$ cat src/rtl/scope_capture_ctrl.sv
// scope_capture_ctrl: arm, level-crossing trigger, DEPTH-sample capture, framed UART TX stream.
// Define SCOPE_CAPTURE_CHECKSUM_EN to append an XOR checksum byte to every packet.
module scope_capture_ctrl #(
   parameter int         DEPTH        = 256,
   parameter int         ADDR_W       = 8,
   parameter int         TRIG_TIMEOUT = 27000000,
   parameter logic [7:0] HDR_BYTE     = 8'hA5
) (
   input  logic       clk,
   input  logic       rst,
   input  logic       arm,
   input  logic       sample_valid,
   input  logic [7:0] sample,
   input  logic [7:0] trig_level,
   input  logic       trig_falling,
   output logic [7:0] tx_data,
   output logic       tx_valid,
   input  logic       tx_ready,
   output logic       busy,
   output logic [2:0] state_o,
   output logic       frame_done
);

   localparam logic [2:0] S_IDLE  = 3'd0;
   localparam logic [2:0] S_WAIT  = 3'd1;
   localparam logic [2:0] S_CAP   = 3'd2;
   localparam logic [2:0] S_HDR   = 3'd3;
   localparam logic [2:0] S_FLAGS = 3'd4;
   localparam logic [2:0] S_DATA  = 3'd5;
`ifdef SCOPE_CAPTURE_CHECKSUM_EN
   localparam logic [2:0] S_CSUM  = 3'd6;
`endif

   localparam bit                TO_EN   = (TRIG_TIMEOUT != 0);
   localparam logic [31:0]       TO_LAST = 32'(TRIG_TIMEOUT - 1);
   localparam logic [ADDR_W-1:0] LAST    = ADDR_W'(DEPTH - 1);

   logic [2:0]        state;
   logic [31:0]       tcnt;
   logic [7:0]        prev;
   logic              prev_ok;
   logic              fall_lat;
   logic              auto_flag;
   logic [ADDR_W-1:0] wptr;
   logic [ADDR_W-1:0] rptr;
   logic              fetch;
   logic [7:0]        rdata;
   logic [7:0]        mem [DEPTH];
`ifdef SCOPE_CAPTURE_CHECKSUM_EN
   logic [7:0]        csum;
`endif

   logic              edge_hit;
   logic              to_hit;
   logic              we;
   logic [ADDR_W-1:0] waddr;

   assign edge_hit = sample_valid && prev_ok &&
                     (fall_lat ? (prev > trig_level && sample <= trig_level)
                               : (prev < trig_level && sample >= trig_level));
   assign to_hit   = TO_EN && (tcnt == TO_LAST);
   assign we       = (state == S_WAIT && edge_hit) ||
                     (state == S_CAP && sample_valid);
   assign waddr    = (state == S_CAP) ? wptr : '0;

   assign busy    = (state != S_IDLE);
   assign state_o = state;

   // Sample buffer: no reset, registered read feeds the data phase.
   always_ff @(posedge clk) begin
      if (we) mem[waddr] <= sample;
      rdata <= mem[rptr];
   end

   always_ff @(posedge clk) begin
      if (rst) begin
         state      <= S_IDLE;
         tcnt       <= '0;
         prev       <= '0;
         prev_ok    <= 1'b0;
         fall_lat   <= 1'b0;
         auto_flag  <= 1'b0;
         wptr       <= '0;
         rptr       <= '0;
         fetch      <= 1'b0;
         tx_data    <= '0;
         tx_valid   <= 1'b0;
         frame_done <= 1'b0;
`ifdef SCOPE_CAPTURE_CHECKSUM_EN
         csum       <= '0;
`endif
      end else begin
         frame_done <= 1'b0;
`ifdef SCOPE_CAPTURE_CHECKSUM_EN
         if (tx_valid && tx_ready) csum <= csum ^ tx_data;
`endif
         case (state)
            S_IDLE: begin
               if (arm) begin
                  state    <= S_WAIT;
                  tcnt     <= '0;
                  prev_ok  <= 1'b0;
                  fall_lat <= trig_falling;
`ifdef SCOPE_CAPTURE_CHECKSUM_EN
                  csum     <= '0;
`endif
               end
            end
            S_WAIT: begin
               tcnt <= tcnt + 32'd1;
               if (sample_valid) begin
                  prev    <= sample;
                  prev_ok <= 1'b1;
               end
               // A real edge wins over the timeout in the same cycle.
               if (edge_hit) begin
                  wptr      <= ADDR_W'(1);
                  auto_flag <= 1'b0;
                  state     <= S_CAP;
               end else if (to_hit) begin
                  wptr      <= '0;
                  auto_flag <= 1'b1;
                  state     <= S_CAP;
               end
            end
            S_CAP: begin
               if (sample_valid) begin
                  wptr <= wptr + 1'b1;
                  if (wptr == LAST) state <= S_HDR;
               end
            end
            S_HDR: begin
               if (!tx_valid) begin
                  tx_data  <= HDR_BYTE;
                  tx_valid <= 1'b1;
               end else if (tx_ready) begin
                  tx_valid <= 1'b0;
                  state    <= S_FLAGS;
               end
            end
            S_FLAGS: begin
               if (!tx_valid) begin
                  tx_data  <= {6'b0, fall_lat, auto_flag};
                  tx_valid <= 1'b1;
               end else if (tx_ready) begin
                  tx_valid <= 1'b0;
                  rptr     <= '0;
                  fetch    <= 1'b0;
                  state    <= S_DATA;
               end
            end
            S_DATA: begin
               // fetch marks that rdata now holds mem[rptr].
               if (tx_valid) begin
                  if (tx_ready) begin
                     tx_valid <= 1'b0;
                     rptr     <= rptr + 1'b1;
                     if (rptr == LAST) begin
`ifdef SCOPE_CAPTURE_CHECKSUM_EN
                        state      <= S_CSUM;
`else
                        state      <= S_IDLE;
                        frame_done <= 1'b1;
`endif
                     end
                  end
               end else if (!fetch) begin
                  fetch <= 1'b1;
               end else begin
                  tx_data  <= rdata;
                  tx_valid <= 1'b1;
                  fetch    <= 1'b0;
               end
            end
`ifdef SCOPE_CAPTURE_CHECKSUM_EN
            S_CSUM: begin
               if (!tx_valid) begin
                  tx_data  <= csum;
                  tx_valid <= 1'b1;
               end else if (tx_ready) begin
                  tx_valid   <= 1'b0;
                  state      <= S_IDLE;
                  frame_done <= 1'b1;
               end
            end
`endif
            default: state <= S_IDLE;
         endcase
      end
   end

endmodule
$ cat config.mk
export PLATFORM = sky130hd
export DESIGN_NAME = scope_capture_ctrl
export DESIGN_NICKNAME = d
export VERILOG_FILES = /design/src/rtl/scope_capture_ctrl.sv
export SDC_FILE = /design/constraint.sdc
export NUM_CORES = 2
export LEC_CHECK = 0
export ABC_AREA = 0
export BUFFER_PORTS_ARGS = -buffer_cell sky130_fd_sc_hd__buf_2
export CORE_MARGIN = 4
export CORE_UTILIZATION = 40
export DETAILED_ROUTE_END_ITERATION = 8
export PLACE_DENSITY = 0.51
export SLEW_MARGIN = 30
export SYNTH_ARGS = -nofsm -noshare
export SYNTH_HDL_FRONTEND = slang
export SYNTH_SLANG_ARGS = --single-unit
$ cat constraint.sdc
create_clock -name clk -period 8.5 [get_ports clk]
set_input_delay 2.55 -clock clk [delete_from_list [all_inputs] [get_ports clk]]
set_output_delay 2.55 -clock clk [all_outputs]
set_load 0.005 [all_outputs]
# Word-level counts from Yosys, hierarchy flattened
# Memories as Yosys holds them, arrays and structs flattened. A register that Yosys moved wholly into a read port is not among the register bits.
# Index checks and enable logic that the tools add are counted.
# word_totals
reg_bits,73
wordCells,123
mem_bits_rw,2048
n_memories,1
output_inout_bits,14
# memory_table
memory,depth,word_bits,read_ports,rd_clocked_by_memory_dff,wr,line,rtl
mem,256,8,1,1,1,48,logic [7:0] mem [DEPTH];
# classes
eq_ne,24
n_mux,49
magnitude_cmp,4
addsub,3
n_reduce_logical,27
n_bitwise,3
# op_table
cell,count
$mux 8,12
$pmux 32 s2,1
$mux 3,12
$add 32x1->32 const B,1
$eq 32x25->1 const B,1
$mux 32,1
$pmux 8 s2,2
$ne 2x2->1 const B,14
$pmux 8 s3,1
$pmux 3 s6,1
$add 8x1->8 const B,2
$eq 8x8->1 const B,2
$mux 1,16
$reduce_and 11->1,1
$reduce_and 5->1,2
$reduce_bool 2->1,5
$ge 8x8->1,1
$gt 8x8->1,1
$le 8x8->1,1
$lt 8x8->1,1
$reduce_and 2->1,4
$eq 3x2->1 const B,2
$eq 3x3->1 const B,2
$logic_and 1x1->1,6
other kinds (12),18

# Logic depth before layout (Yosys ltp)
# logic_depth
word_depth,8
ltp_mapped,11
depth_no_buf,9

# Worst setup path before layout
# No wires, ideal clock.
# synth_path
kind,input -> register
from,in trig_level[1]
to,"mem mem[112][0], enable pin"
setup_ns,0.383
setup_slack_ns,3.220
path_stages,10
t_arrival_ns,4.896
n_path_buf,1
path_cell_list,inv_1 -> ha_1 -> nor2b_1 -> o211ai_1 -> a21o_1 -> a211o_1 -> o21ai_1 -> a21oi_1 -> clkbuf_1 -> nor3_1
# synth_via
elab_chain_len,8
word_cells_on_any_way,12
# synth_rtl
item,line,rtl
"start, declared",14,"input logic [7:0] trig_level,"
$lt 8x8->1 (tied with other cells),60,: (prev < trig_level && sample >= trig_level));
"$logic_and 1x1->1, on equally long branches","60, 59",
$mux 1 (*),59,(fall_lat ? (prev > trig_level && sample <= trig_level)
$logic_and 1x1->1 (*),58,assign edge_hit = sample_valid && prev_ok &&
$logic_and 1x1->1 (*),62,assign we = (state == S_WAIT && edge_hit) ||
$logic_or 1x1->1 (*),62,
$mux 1 (*),71,if (we) mem[waddr] <= sample;
$mux 1 (implied by the code) (*),71,
"end, declared",48,
# Every way passes the cells marked *; elsewhere a longest branch is shown, timed or not.

# Worst setup path after layout
# layout_path
from,in sample[6]
to,"mem mem[224][7], enable pin"
# layout_via
elab_chain_len,8
word_cells_on_any_way,10
# layout_rtl
item,line,rtl
"start, declared",13,"input logic [7:0] sample,"
$ge 8x8->1 or $le 8x8->1 (tied branches),"60, 59",
"$logic_and 1x1->1, on equally long branches","60, 59",
$mux 1 (*),59,
$logic_and 1x1->1 (*),58,
$logic_and 1x1->1 (*),62,
$logic_or 1x1->1 (*),62,
$mux 1 (*),71,
$mux 1 (implied by the code) (*),71,
# Marked as above.

==> impl_metrics.csv <==
group,metric,value,unit
run_status,run_status,"completed",
cts,cts.repair_timing.setup_buffer_count,0,
worst_setup_path,crit_path_start,"sample[6]",
route,drc_errors,0,
global_route,grt_pass1_vias,41624,
final_layout,area_growth_syn_to_layout,12.7,%
timing,hold_slack,465,ps
route,finalWirelength,226,mm
worst_setup_path,start_kind,"input pin",
final_layout,fill_count,17302,
cts,clk_pin_slew_worst_paths,60,ps
synthesis,mappedNetlistNets,4123,
cts,tritoncts,"yes",
timing,max_slew.worst_pin.slew,1030,ps
cts,htree_num_levels,4,
route,starting_drt_drc_count,4910,
floorplan,die_width,463,um
worst_setup_path,endpoint,"mem[224][7]",
synthesis,synth-async-reset-ratio,0,
cts,root_buffer,"sky130_fd_sc_hd__clkbuf_16",
route,avgViaCountPerCell,5.87,
synthesis,post_synth_num_cell_types,68,
global_route,grt_overflow,0,
global_route,grt_first_pass_wirelength,322,mm
final_layout,seq_area,63100,um2
cts,cts.sinks,2129,
timing,finalCritPeriodShare,0.609,
timing,totalNegativeSetupSlack,0,ps
route,vias,41437,
cts,post_cts.resized_instances,0,
place,io_buffer_count,35,
synthesis,synth_top_area_share,0.742,
worst_setup_path,worstSetupEndpointType,"flop",
worst_setup_path,rr_endpoint,"rdata[3]",
synthesis,synth_enable_flop_cells,2048,
global_route,pin_count_of_the_biggest_net_entering_global_routing,165,
timing,clock-skew-final,23.8,ps
timing,finalWorstPathRequiredPeriod,5180,ps
final_layout,final-instance-count-excl-fill,7064,
timing,fmax,193,MHz
route,postRouteAntennaNets,0,
power,pwr_density_cell,229,nW/um2
place,hpwl,135,mm
place,gp_congestion,0.797,
power,peakVddDrop,0.173,mV
cts,holdBufCountCts,0,
route,wl_per_cell,32.0,um
synthesis,part_of_the_yosys_area_used_for_sequential_elements,0.762,
synthesis,postSynthAreaPerCell,20.3,um2
synthesis,synth.ff_latch_count,2129,
global_route,groute.usage.overall,0.208,
synthesis,largest_cells_by_area_after_synthesis,"sky130_fd_sc_hd__edfxtp_1 74%, sky130_fd_sc_hd__mux4_2 14%, sky130_fd_sc_hd__dfxtp_1 2.0%",
timing,max_slew_margin,0.310,
power,static-leakage-power,27.9,nW
cts,number_of_buffers_added_by_the_clock_tree_synthesis_step,221,
synthesis,synth_area,82900,um2
worst_setup_path,r2r.worst_path.cells,7,
synthesis,dominantRegCellSynth,"sky130_fd_sc_hd__edfxtp_1",
floorplan,die-height,463,um
floorplan,design.core.area,205000,um2
final_layout,final_layout_size_suffix_gt1_frac,0.235,
synthesis,synth_cells,4082,
cts,clk_latency,850,ps
worst_setup_path,critPathMaxFanout,73,
timing,grt_setup_unrepaired,"false",
synthesis,synthMostInstantiatedCell,"sky130_fd_sc_hd__edfxtp_1",
global_route,grt_antenna_before_repair,13,
synthesis,synthTopCellsByCount,"2,048 x sky130_fd_sc_hd__edfxtp_1, 497 x sky130_fd_sc_hd__mux4_2, 313 x sky130_fd_sc_hd__nor2_1",
timing,hold_violation_total_from_the_final_report,0,
worst_hold_path,holdCritPathClass,"flop to flop",
final_layout,finalNetCount,4222,
worst_setup_path,timing.rr.start,"rptr[0]",
floorplan,i_o_pin_total,36,
floorplan,floorplan.initialDensity,0.403,
final_layout,footprint_of_the_multi_input_gates,18600,um2
worst_setup_path,timing.setup.critical_path_class,"input pin to flop",
run,max_cap_violations,0,
cts,clock_path_buffers,3,
synthesis,synth.yosys.warnings,0,
worst_setup_path,wp_data_arrival,5680,ps
place,post-place-cells,6646,
worst_setup_path,setup_slack_of_the_most_critical_reg_to_reg_path,3700,ps
floorplan,fp.dieArea,215000,um2
route,first_pass_iters,5,
synthesis,yosysTopAreaCell,"sky130_fd_sc_hd__edfxtp_1",
timing,setup_viol,0,
floorplan,rows,166,
worst_setup_path,required,9000,ps
timing,slew_viol_final,0,
## registers in the layout (all words and copies together) (netlist names)
register,cells
auto_flag,1
fall_lat,1
fetch,1
frame_done,1
mem,2048
prev,8
prev_ok,1
rdata,8
rptr,8
state_o,3
tcnt,32
tx_data,8
tx_valid,1
wptr,8
## cell type report
class	instances	area share
diodes	6	0.000161
inverters	13	0.000522
multi-input cells	1684	0.199
repair buffers	132	0.0122
flip-flops and latches	2129	0.676
clock inverters	145	0.0143
well taps	2688	0.0360
clock buffers	267	0.0621
## per-stage QoR
step	utilization	setup slack (ps)	power (mW)	cell area, um2
3_5_place_dp	0.420	2140	12.0	86200
2_1_floorplan	-	3220	11.8	82900
4_1_cts	0.454	3080	21.5	93300
5_1_grt	0.455	3140	22.0	93400
3_3_place_gp	0.419	2240	12.0	86100
6_report	0.455	3320	21.4	93400
## how the worst min path moves through the flow
| stage | from | endpoint | depth (start not counted) |
|---|---|---|---|
| global placement | tx_data[4] | tx_data[4] | 2 |
| floorplan | prev[0] | prev[0] | 2 |
| detailed placement | prev[0] | prev[0] | 2 |
| global route | prev[7] | prev[7] | 2 |
| finish | prev[7] | prev[7] | 2 |
| CTS | prev[0] | prev[0] | 2 |
## logic make-up (layout without fill, tap and decap cells)
kind of cell | count (synthesis) | in the layout | share of synthesized area
flip-flops | 2129 | 2129 | 0.762
AND/OR/NAND/NOR | 641 | 641 | 0.0350
multiplexers | 566 | 566 | 0.144
AO/OA/AOI/OAI | 453 | 453 | 0.0396
buffers and inverters | 269 | 557 | 0.0167
adder cells (fa/ha/maj) | 19 | 19 | 0.00287
XOR/XNOR | 5 | 5 | 0.000528
other | 0 | 6 | 0
## critical path: stages
cell and delay (ps):
sky130_fd_sc_hd__buf_8 320, sky130_fd_sc_hd__ha_1 350, sky130_fd_sc_hd__nand2_1 70, sky130_fd_sc_hd__o21ai_0 110, sky130_fd_sc_hd__nor2b_1 160, sky130_fd_sc_hd__a211o_1 260
sky130_fd_sc_hd__o21ai_1 520, sky130_fd_sc_hd__a21oi_4 80, sky130_fd_sc_hd__buf_4 390, sky130_fd_sc_hd__nor3_2 690
## power by group
group | switching [mW] | internal (mW)
clock network | 4.07 | 5.51
logic | 0.241 | 0.0386
registers | 0.00406 | 11.5
total | 4.32 | 17.0
## cell usage in the layout, fill, tap and decap left out, types with 21 or more instances in the layout
cell type | synthesis | final
sky130_fd_sc_hd__a22oi_1 | 125 | 125
sky130_fd_sc_hd__a221oi_1 | 48 | 48
sky130_fd_sc_hd__clkinv_1 | 0 | 63
sky130_fd_sc_hd__buf_4 | 21 | 81
sky130_fd_sc_hd__mux2i_1 | 54 | 54
sky130_fd_sc_hd__nand2_1 | 114 | 101
sky130_fd_sc_hd__nor2_1 | 313 | 302
sky130_fd_sc_hd__clkbuf_1 | 135 | 38
sky130_fd_sc_hd__nor3_1 | 38 | 24
sky130_fd_sc_hd__nand3_1 | 54 | 52
sky130_fd_sc_hd__bufinv_16 | 0 | 22
sky130_fd_sc_hd__buf_2 | 58 | 28
sky130_fd_sc_hd__clkbuf_16 | 0 | 223
sky130_fd_sc_hd__mux4_2 | 497 | 497
sky130_fd_sc_hd__clkinv_2 | 0 | 43
sky130_fd_sc_hd__a22o_1 | 56 | 56
sky130_fd_sc_hd__o22ai_1 | 21 | 21
sky130_fd_sc_hd__dfxtp_1 | 81 | 77
sky130_fd_sc_hd__edfxtp_1 | 2048 | 2048
sky130_fd_sc_hd__a21oi_1 | 107 | 105
## routing by layer
metal | vias to the layer above | share of wire | track usage
met5 | - | 0 | 0
met4 | 0 | 0.025 | 0.0551
met2 | 1516 | 0.47 | 0.321
li1 | 17226 | - | -
met3 | 301 | 0.072 | 0.0365
met1 | 22394 | 0.44 | 0.308
Power figures use the tool's default switching activity.
